`src/rtl/fp_mul_arbiter_if.sv`:
```
// Purpose : bundle of requester, multiplier and result signals for fp_mul_arbiter.
// Latency : n/a (wires only).
// Backpressure: valid/ready on both request (s*) and result (r*) sides.
// Ports   : s0/s1 request channels, mul_a/mul_b/mul_result multiplier link,
//           r0/r1 result channels, busy status.
interface fp_mul_arbiter_if #(
  parameter int XLEN = 32
);
  logic            s0_valid, s1_valid;
  logic            s0_ready, s1_ready;
  logic [XLEN-1:0] s0_a, s0_b, s1_a, s1_b;
  logic [XLEN-1:0] mul_a, mul_b;
  logic [XLEN-1:0] mul_result;
  logic            r0_valid, r1_valid;
  logic            r0_ready, r1_ready;
  logic [XLEN-1:0] r0_result, r1_result;
  logic            busy;

  // arbiter side
  modport slave (
    input  s0_valid, s1_valid, s0_a, s0_b, s1_a, s1_b, mul_result, r0_ready, r1_ready,
    output s0_ready, s1_ready, mul_a, mul_b, r0_valid, r1_valid, r0_result, r1_result, busy
  );

  // requester / multiplier / consumer side
  modport master (
    output s0_valid, s1_valid, s0_a, s0_b, s1_a, s1_b, mul_result, r0_ready, r1_ready,
    input  s0_ready, s1_ready, mul_a, mul_b, r0_valid, r1_valid, r0_result, r1_result, busy
  );
endinterface

```
`src/rtl/fp_mul_arbiter.sv`:
```
// Purpose : round-robin share of one FP multiplier between two requesters,
//           products returned through per-requester result FIFOs.
// Latency : accept in cycle n -> operands out n+1 -> result visible n+LAT+1.
// Backpressure: a requester is held off while its in-flight + queued results
//           would overflow its FIFO, so no product is ever dropped.
// Ports   : clk, rst (async active-high), bus (fp_mul_arbiter_if.slave).

// Small circular-buffer FIFO; pointers carry one extra wrap bit.
module fp_mul_arbiter_fifo #(
  parameter int W     = 32,
  parameter int DEPTH = 4
) (
  input  logic                     clk,
  input  logic                     rst,
  input  logic                     push,
  input  logic [W-1:0]             push_dat,
  input  logic                     pop,
  output logic                     vld,
  output logic [W-1:0]             head,
  output logic [$clog2(DEPTH):0]   count
);
  localparam int AW = $clog2(DEPTH);

  logic [AW:0]  wr_ptr, rd_ptr;
  logic [W-1:0] mem [DEPTH];
  logic         pop_ok;

  assign count  = wr_ptr - rd_ptr;
  assign vld    = (count != '0);
  assign head   = mem[rd_ptr[AW-1:0]];
  // popping an empty FIFO is a no-op
  assign pop_ok = pop & vld;

  always_ff @(posedge clk or posedge rst) begin
    if (rst) begin
      wr_ptr <= '0;
      rd_ptr <= '0;
      for (int i = 0; i < DEPTH; i++) mem[i] <= '0;
    end else begin
      if (push) begin
        mem[wr_ptr[AW-1:0]] <= push_dat;
        wr_ptr              <= wr_ptr + 1'b1;
      end
      if (pop_ok) rd_ptr <= rd_ptr + 1'b1;
    end
  end
endmodule

module fp_mul_arbiter #(
  parameter int XLEN  = 32,
  parameter int LAT   = 2,
  parameter int DEPTH = 4
) (
  input  logic            clk,
  input  logic            rst,
  fp_mul_arbiter_if.slave bus
);
  localparam int CW = $clog2(DEPTH) + 1;

  logic [CW-1:0]   inflight [2];
  logic [CW-1:0]   count    [2];
  logic [1:0]      elig, cand, acc, push, pop, fvld;
  logic [XLEN-1:0] fhead    [2];
  logic [XLEN-1:0] mul_a_q, mul_b_q;
  logic            last;
  logic [LAT-1:0]  tag_v, tag_id;
  logic            ret_v, ret_id;

  // Credit check: results already owed plus results queued must leave room.
  always_comb begin
    elig = '0;
    for (int i = 0; i < 2; i++)
      elig[i] = ({1'b0, inflight[i]} + {1'b0, count[i]}) < (CW+1)'(DEPTH);
  end

  assign cand = {bus.s1_valid, bus.s0_valid} & elig;

  // Ready never looks at the requester's own valid; it only yields when the
  // other side is a candidate and owns the tie (last names the previous winner).
  assign bus.s0_ready = elig[0] & ~(cand[1] & ~last);
  assign bus.s1_ready = elig[1] & ~(cand[0] &  last);
  assign acc = {bus.s1_valid & bus.s1_ready, bus.s0_valid & bus.s0_ready};

  // Issue: operand registers plus a tag pipe that mirrors the multiplier depth.
  always_ff @(posedge clk or posedge rst) begin
    if (rst) begin
      mul_a_q <= '0;
      mul_b_q <= '0;
      last    <= 1'b1;
      tag_v   <= '0;
      tag_id  <= '0;
    end else begin
      if (acc[0]) begin
        mul_a_q <= bus.s0_a;
        mul_b_q <= bus.s0_b;
        last    <= 1'b0;
      end else if (acc[1]) begin
        mul_a_q <= bus.s1_a;
        mul_b_q <= bus.s1_b;
        last    <= 1'b1;
      end
      tag_v[0]  <= |acc;
      tag_id[0] <= acc[1];
      for (int i = 1; i < LAT; i++) begin
        tag_v[i]  <= tag_v[i-1];
        tag_id[i] <= tag_id[i-1];
      end
    end
  end

  assign bus.mul_a = mul_a_q;
  assign bus.mul_b = mul_b_q;

  // Retire: the tag leaving the pipe lines up with the product on mul_result.
  assign ret_v  = tag_v[LAT-1];
  assign ret_id = tag_id[LAT-1];
  assign push   = {ret_v & ret_id, ret_v & ~ret_id};
  assign pop    = {bus.r1_ready, bus.r0_ready};

  always_ff @(posedge clk or posedge rst) begin
    if (rst) begin
      for (int i = 0; i < 2; i++) inflight[i] <= '0;
    end else begin
      for (int i = 0; i < 2; i++)
        inflight[i] <= inflight[i] + CW'(acc[i]) - CW'(push[i]);
    end
  end

  for (genvar g = 0; g < 2; g++) begin : g_fifo
    fp_mul_arbiter_fifo #(.W(XLEN), .DEPTH(DEPTH)) u_fifo (
      .clk      (clk),
      .rst      (rst),
      .push     (push[g]),
      .push_dat (bus.mul_result),
      .pop      (pop[g]),
      .vld      (fvld[g]),
      .head     (fhead[g]),
      .count    (count[g])
    );
  end

  assign bus.r0_valid  = fvld[0];
  assign bus.r1_valid  = fvld[1];
  assign bus.r0_result = fhead[0];
  assign bus.r1_result = fhead[1];

  assign bus.busy = (inflight[0] != '0) | (inflight[1] != '0) |
                    (count[0] != '0)    | (count[1] != '0);
endmodule

```
`src/flat_wrapper.sv`:
```
// flat-port wrapper written by rule: the top's interface ports become plain ports
module fp_mul_arbiter_flat 
#(
  parameter int XLEN  = 32,
  parameter int LAT   = 2,
  parameter int DEPTH = 4
)
  (clk, rst, bus_s0_valid, bus_s1_valid, bus_s0_a, bus_s0_b, bus_s1_a, bus_s1_b, bus_mul_result, bus_r0_ready, bus_r1_ready, bus_s0_ready, bus_s1_ready, bus_mul_a, bus_mul_b, bus_r0_valid, bus_r1_valid, bus_r0_result, bus_r1_result, bus_busy);
  fp_mul_arbiter_if #(.XLEN(XLEN)) bus_i ();
  input  logic clk;
  input  logic rst;
  input wire logic [$bits(bus_i.s0_valid)-1:0] bus_s0_valid;
  input wire logic [$bits(bus_i.s1_valid)-1:0] bus_s1_valid;
  input wire logic [$bits(bus_i.s0_a)-1:0] bus_s0_a;
  input wire logic [$bits(bus_i.s0_b)-1:0] bus_s0_b;
  input wire logic [$bits(bus_i.s1_a)-1:0] bus_s1_a;
  input wire logic [$bits(bus_i.s1_b)-1:0] bus_s1_b;
  input wire logic [$bits(bus_i.mul_result)-1:0] bus_mul_result;
  input wire logic [$bits(bus_i.r0_ready)-1:0] bus_r0_ready;
  input wire logic [$bits(bus_i.r1_ready)-1:0] bus_r1_ready;
  output wire logic [$bits(bus_i.s0_ready)-1:0] bus_s0_ready;
  output wire logic [$bits(bus_i.s1_ready)-1:0] bus_s1_ready;
  output wire logic [$bits(bus_i.mul_a)-1:0] bus_mul_a;
  output wire logic [$bits(bus_i.mul_b)-1:0] bus_mul_b;
  output wire logic [$bits(bus_i.r0_valid)-1:0] bus_r0_valid;
  output wire logic [$bits(bus_i.r1_valid)-1:0] bus_r1_valid;
  output wire logic [$bits(bus_i.r0_result)-1:0] bus_r0_result;
  output wire logic [$bits(bus_i.r1_result)-1:0] bus_r1_result;
  output wire logic [$bits(bus_i.busy)-1:0] bus_busy;
  assign bus_i.s0_valid = bus_s0_valid;
  assign bus_i.s1_valid = bus_s1_valid;
  assign bus_i.s0_a = bus_s0_a;
  assign bus_i.s0_b = bus_s0_b;
  assign bus_i.s1_a = bus_s1_a;
  assign bus_i.s1_b = bus_s1_b;
  assign bus_i.mul_result = bus_mul_result;
  assign bus_i.r0_ready = bus_r0_ready;
  assign bus_i.r1_ready = bus_r1_ready;
  assign bus_s0_ready = bus_i.s0_ready;
  assign bus_s1_ready = bus_i.s1_ready;
  assign bus_mul_a = bus_i.mul_a;
  assign bus_mul_b = bus_i.mul_b;
  assign bus_r0_valid = bus_i.r0_valid;
  assign bus_r1_valid = bus_i.r1_valid;
  assign bus_r0_result = bus_i.r0_result;
  assign bus_r1_result = bus_i.r1_result;
  assign bus_busy = bus_i.busy;
  fp_mul_arbiter #(.XLEN(XLEN), .LAT(LAT), .DEPTH(DEPTH)) u_core (.clk(clk), .rst(rst), .bus(bus_i));
endmodule
```
`config.mk`:
```
export PLATFORM = sky130hd
export DESIGN_NAME = fp_mul_arbiter_flat
export DESIGN_NICKNAME = d
export VERILOG_FILES = /design/src/rtl/fp_mul_arbiter_if.sv /design/src/rtl/fp_mul_arbiter.sv /design/src/flat_wrapper.sv
export SDC_FILE = /design/constraint.sdc
export NUM_CORES = 1
export LEC_CHECK = 0
export ABC_AREA = 1
export CAP_MARGIN = 15
export CORE_ASPECT_RATIO = 1.75
export CORE_MARGIN = 2
export CORE_UTILIZATION = 25
export DETAILED_ROUTE_END_ITERATION = 8
export HOLD_SLACK_MARGIN = 0.05
export PLACE_DENSITY_LB_ADDON = 0.12
export SLEW_MARGIN = 20
export SYNTH_ARGS = -nofsm -noshare
export SYNTH_HDL_FRONTEND = slang
export SYNTH_SLANG_ARGS = --single-unit
```
`constraint.sdc`:
```
create_clock -name clk -period 20.2 [get_ports clk]
set_input_delay 4.04 -clock clk [delete_from_list [all_inputs] [get_ports clk]]
set_output_delay 4.04 -clock clk [all_outputs]
set_load 0.02 [all_outputs]
```
==> results of run 1 <==
power by group through the flow:
| stage | logic [mW] | clock network (mW) | registers (mW) |
|---|---|---|---|
| 6_report | 2.11 | 0.750 | 1.21 |
| 3_3_place_gp | 2.14 | 0 | 1.20 |
| 4_1_cts | 2.16 | 0.779 | 1.21 |
| 3_5_place_dp | 2.16 | 0 | 1.21 |
| 5_1_grt | 2.37 | 0.804 | 1.25 |
| 2_1_floorplan | 1.29 | 0 | 1.25 |
path summary, 6_finish.rpt:
path | cells past startpoint | end | slack, ns
setup / recovery | 7 | bus_s0_ready | 10.32
max in group asynchronous | 3 | u_core.g_fifo[1].u_fifo.rd_ptr[0]$_DFFE_PP0P_ | 14.62
setup reg to reg | 16 | u_core.inflight[4]$_DFF_PP0_ | 15.52
hold / removal | 0 | u_core.tag_v[1]$_DFF_PP0_ | 0.36
min in group asynchronous | 2 | u_core.bus.mul_a[6]$_DFFE_PP0P_ | 4.04
hold reg to reg | 0 | u_core.tag_v[1]$_DFF_PP0_ | 0.36
state kept, by name (all words and copies together) (netlist names):
| name | cells |
|---|---|
| u_core.g_fifo.u_fifo.wr_ptr | 6 |
| u_core.tag_id | 2 |
| u_core.g_fifo.u_fifo.rd_ptr | 6 |
| u_core.inflight | 6 |
| u_core.bus.mul_a | 32 |
| u_core.tag_v | 2 |
| u_core.bus.mul_b | 32 |
| u_core.g_fifo.u_fifo.mem | 256 |
| u_core.last | 1 |
layout by cell type (no fill, tap or decap), drive strengths merged:
cell / instances
nand2: 422
o21ai: 388
dfrtp: 342
clkdlybuf4s50: 297
inv: 197
nor2: 138
nand3: 138
nand4: 65
o22ai: 64
clkbuf: 55
buf: 25
ha: 20
clkinv: 11
xnor2: 8
xor2: 7
fa: 4
clkinvlp: 3
bufinv: 3
nor4: 1
dfstp: 1
routing by layer:
| layer | vias up | GRT usage (%) | wire length [um] |
|---|---|---|---|
| met5 | - | 0 | 49 |
| met2 | 456 | 28.6 | 26500 |
| li1 | 6773 | - | - |
| met1 | 6562 | 19.4 | 21800 |
| met4 | 8 | 4.85 | 1370 |
| met3 | 71 | 5.24 | 4690 |
cell type report:
type | count | area, um^2 | share of cell area [%]
clock buffer | 55 | 1160 | 5.53
inverter | 197 | 747 | 3.57
tap | 806 | 1010 | 4.82
multi-input combinational | 1255 | 6070 | 29.0
clock inverter | 17 | 189 | 0.903
timing repair buffer | 322 | 3170 | 15.1
sequential | 343 | 8590 | 41.0
critical path, stage by stage:
cell and delay (ns):
clkdlybuf4s50_1 0.50, inv_1 0.05, nor2_1 0.12, nand3_2 0.35
nand2_1 0.17, inv_1 0.05, clkdlybuf4s50_1 0.55
cells by family (layout without fill, tap and decap cells):
kind of cell	count (synthesis)	count (layout)	synth area share [%]
AOI/OAI and AO/OA	452	452	14.7
xor gates and xnor gates	15	15	0.822
adders and majority gates	24	24	2.07
buffers and inverters	336	591	8.54
DFF	343	343	53.7
and+or+nand+nor	764	764	20.2
through the flow:
step,worst slack [ns],utilization [%],power (mW),hold WS [ns]
floorplan,6.65,-,2.54,0.331
global placement,10.34,31.0,3.34,0.333
detailed placement,10.31,31.0,3.37,0.339
CTS,10.30,33.1,4.14,0.357
global route,10.20,33.1,4.43,0.374
finish,10.32,33.1,4.06,0.357
==> out/summary.txt, run 1 <==
Status - completed
Hold/Removal Path Class - reg2reg
Die Wd - 195 um
RSZ-0062 raised after global routing - false
CTS HTree Levels - 2
Mean Syn Cell Area - 8.26 um^2
Top Ports - 299
Vias/cell - 4.63
Fillers - 6695
Hpwl dp - 34200 um
Synth warn - 0
Primary FF master, synth - dfrtp_1
Combinational Power Share - 51.9%
Max Cap Viol - 0
Period utilization - 48.9%
Sw Ratio - 44.7%
Sequential fraction of design power - 29.7%
Clock sinks - 343
Antenna Nets Post-Route - 0
Final Hold Vio Count - 0
Post-synth top area share - 53.6%
Peak Freq - 101 MHz
Post-Layout Cell Count - 2995
Clk buf depth - 3
Post-DR wirelength/cell - 18.2 um
Layout cells sized above 1 - 5.21%
GR Util All Layers - 16.5%
CTS Hold Buffers Added - 0
Worst EP required - 16.16 ns
Crit Path Max Fanout - 19
Antenna violations before repair - 4
#FFs+latches synth - 343
First-pass GRT wire length - 85200 um
Final TNS setup - 0 ns
Slew Limit Fails - 0
WP data arrival - 5.84 ns
Clk root buf - clkbuf_16
Final Setup Violations - 0
P per Cell Area - 194 nW/um^2
Clock transition at path regs - 0.06 ns
Drt total wl - 54400 um
GRT overflow - 0
Area Growth Syn to Fin - 31.0%
Placed Area - 19600 um^2
Layout Nets - 2348
Vias - 13900
R2r startpoint - u_core.g_fifo[0].u_fifo.wr_ptr[0]$_DFFE_PP0P_
Post-Syn Nets - 2124
Least-Margin Pin Slew - 1.01 ns
DRT iter0 DRCs - 718
Post-synth EDFFs - 0
Net Sw Power - 1.81 mW
Vias in the first global route - 14300
Sequential element share of the synthesized area - 53.7%
Leakage power - 9.98 nW
Clock Skews - 0.0288 ns
Diodes inserted - 0
Hold Crit Start - u_core.tag_v[0]$_DFF_PP0_
Internal - 2.25 mW
Post-Syn Instances - 1934
First-pass DRT Iterations - 5
Async set-reset flop share out of synthesis - 100%
Crit path launch - bus_s1_valid
Clock power share - 18.4%
Drt drc - 0
I/O Buffers - 298
Post-cts sizing count - 0
Pin count of the biggest net entering global routing - 168
# rows - 122
Placed Instances - 2923
Postcts setup bufs - 0
Slew headroom - 32.8%
Max IR drop VDD - 0.000167 V
Synth Cell Area - 16000 um^2
CTS tree - built
Starting density of the core - 25.3%
Die ar. - 66000 um^2
Post-synth cell types - 25
Crit path launch type - primary input
Area contributors post-synth - dfrtp_1 (54%), o21ai_0 (12%), nand2_1 (9.9%)
Most frequent cell after synthesis - nand2_1
Kind of critical path - in2out
Core footprint - 63200 um^2
Synth area leader - dfrtp_1
Die Y - 338 um
CTS Buf Count - 39
Finished layout cell area - 20900 um^2
Min Tclk post-route - 9.88 ns
Setup crit end kind - primary output
Routability Congestion - 0.831
Most common library cells after synthesis - nand2_1 (422), o21ai_0 (387), dfrtp_1 (342)
Worst-skew pair later-pin latency - 0.56 ns
No activity file was read; power rests on OpenSTA's default activity.
==> run 2: changes to the inputs <==
==> constraint.sdc (replaced) <==
create_clock -name clk -period 10.3 [get_ports clk]
set_input_delay 2.06 -clock clk [delete_from_list [all_inputs] [get_ports clk]]
set_output_delay 2.06 -clock clk [all_outputs]
set_load 0.02 [all_outputs]
==> run 2 against run 1 <==
Against the previous run:
- power grew 95%
- first-iteration DRC count decreased by 1.3%
- utilization about the same
- combinational power increased by 96%
- sequential power rose by 95%
- critical endpoint is now bus_s1_ready
==> out/summary.txt, run 2 (synthesized netlist as in run 1, its figures left out) <==
Status - completed
Worst-skew pair later-pin latency - 0.55 ns
Max Cap Viol - 0
Post-DR wirelength/cell - 17.8 um
Kind of critical path - reg2out
Setup slack at placement - 4.61 ns
Final Util - 33.1%
R2r startpoint - u_core.g_fifo[0].u_fifo.wr_ptr[0]$_DFFE_PP0P_
Final Hold Vio Count - 0
Net Sw Power - 3.52 mW
First-pass DRT Iterations - 7
Final Setup Violations - 0
Least-Margin Pin Slew - 0.973 ns
Sw Ratio - 44.3%
Antenna violations before repair - 5
Top Ports - 299
Combinational Power Share - 52.0%
Leakage power - 9.99 nW
Vias - 13900
I/O Buffers - 298
Setup crit end kind - primary output
GRT overflow - 0
R2R cell count - 16
Multi-input logic area - 6070 um^2
Slowest cell on crit path - clkdlybuf4s50_1
Period utilization - 55.3%
CTS tree - built
Cell mode on critical path - nand2_1
Sequential fraction of design power - 29.8%
Die ar. - 66000 um^2
Slew Limit Fails - 0
DRT iter0 DRCs - 709
Die Wd - 195 um
Largest register FFs - 256
Clk root buf - clkbuf_16
Internal - 4.42 mW
CP Capture Point - bus_s1_ready
Hold Crit Start - u_core.tag_id[0]$_DFF_PP0_
CTS Hold Buffers Added - 0
Fillers - 6794
Peak Freq - 175 MHz
Max IR drop VDD - 0.000293 V
Met1 wire length - 21900 um
Drt total wl - 53200 um
Final TNS setup - 0 ns
Final WS setup - 4.60 ns
Drt drc - 0
Vias in the first global route - 14300
Routability Congestion - 0.819
Crit path launch - u_core.g_fifo[0].u_fifo.wr_ptr[0]$_DFFE_PP0P_
Pin count of the biggest net entering global routing - 78
Clock power share - 18.3%
P per Cell Area - 380 nW/um^2
Clock sinks - 343
Layout cells sized above 1 - 5.08%
Routed wl met3 - 3860 um
Hpwl dp - 33500 um
Crit Path Max Fanout - 25
# rows - 122
Area Growth Syn to Fin - 30.9%
Core footprint - 63200 um^2
CTS HTree Levels - 2
Clk buf depth - 3
WP data arrival - 3.64 ns
Layout Nets - 2349
Most common cell after layout, fill and taps aside - nand2_1
Commonest non-fill, non-tap cells in the layout - nand2_1 (413), o21ai_0 (387), dfrtp_1 (340), clkdlybuf4s50_1 (297), inv_1 (191)
Diodes inserted - 0
Starting density of the core - 25.3%
CTS Buf Count - 38
GR Util All Layers - 16.2%
Top Layer Used - met5
Worst path max stage delay - 0.53 ns
Antenna Nets Post-Route - 0
Routed wl met2 - 26100 um
Worst R2R End - u_core.bus.mul_a[0]$_DFFE_PP0P_
Storage cell area - 8590 um^2
Worst EP required - 8.24 ns
Post-cts sizing count - 0
Reg-to-reg slack, setup - 6.05 ns
Most flops, register - u_core.g_fifo.u_fifo.mem
Clock transition at path regs - 0.07 ns
Min Tclk post-route - 5.70 ns
Clock Skews - 0.0189 ns
Postcts setup bufs - 0
RSZ-0062 raised after global routing - false
Vias/cell - 4.66
Crit path launch type - flop
Cell breakdown of the critical path - inv_1 -> ha_1 -> inv_1 -> fa_1 -> inv_1 -> nand2_1 -> nand2_1 -> ha_1 -> nor2_1 -> nand2_1 -> nor2_4 -> nand2_1 -> nand2_1 -> inv_1 -> clkdlybuf4s50_1
Die Y - 338 um
Slew headroom - 35.1%
Hold/Removal Path Class - reg2reg
First-pass GRT wire length - 84500 um
run 2: final cells by class:
| type | instances | area share, % |
|---|---|---|
| clock inverters | 10 | 0.610 |
| clock buffers | 57 | 5.72 |
| multi-input cells | 1255 | 29.0 |
| flip-flops and latches | 343 | 41.1 |
| well taps | 806 | 4.82 |
| inverters | 197 | 3.55 |
| repair buffers | 324 | 15.2 |
run 2: power by group through the flow:
stage,sequential (mW),clock [mW],combinational (mW)
finish,2.36,1.45,4.13
global route,2.44,1.56,4.64
CTS,2.36,1.51,4.21
detailed placement,2.37,0,4.21
global placement,2.36,0,4.17
floorplan,2.45,0,2.53
run 2: how the worst min path moves through the flow:
stage                                             to  slack, ns  depth (start not counted)
final                     u_core.tag_id[1]$_DFF_PP0_       0.35                          0
after global routing       u_core.tag_v[1]$_DFF_PP0_       0.36                          0
after CTS                  u_core.tag_v[1]$_DFF_PP0_       0.36                          0
after detailed placement   u_core.tag_v[1]$_DFF_PP0_       0.34                          0
after global placement     u_core.tag_v[1]$_DFF_PP0_       0.34                          0
after floorplan           u_core.tag_id[1]$_DFF_PP0_       0.33                          0
run 2: critical path, delay by kind of cell (launching register included):
| family | cells | cell delay, ns |
|---|---|---|
| buffers and inverters | 5 | 0.79 |
| adders and majority gates | 3 | 0.73 |
| and+or+nand+nor | 7 | 1.11 |
| DFF | 1 | 0.42 |
run 2: per-layer routing:
metal / GRT usage [%] / up-vias
met5: 0 / -
met4: 4.48 / 8
met3: 4.61 / 71
met2: 28.7 / 413
met1: 19.1 / 6674
li1: - / 6776
run 2: metrics by stage:
stage               cell area (um^2)  hold slack (ns)  power, mW  cells
finish                         20900            0.354       7.94   2992
global route                   20900            0.364       8.64   2992
CTS                            20900            0.357       8.09   2992
detailed placement             19600            0.336       6.58   2925
global placement               19600            0.337       6.53   2925
floorplan                      16000            0.331       4.98   1934
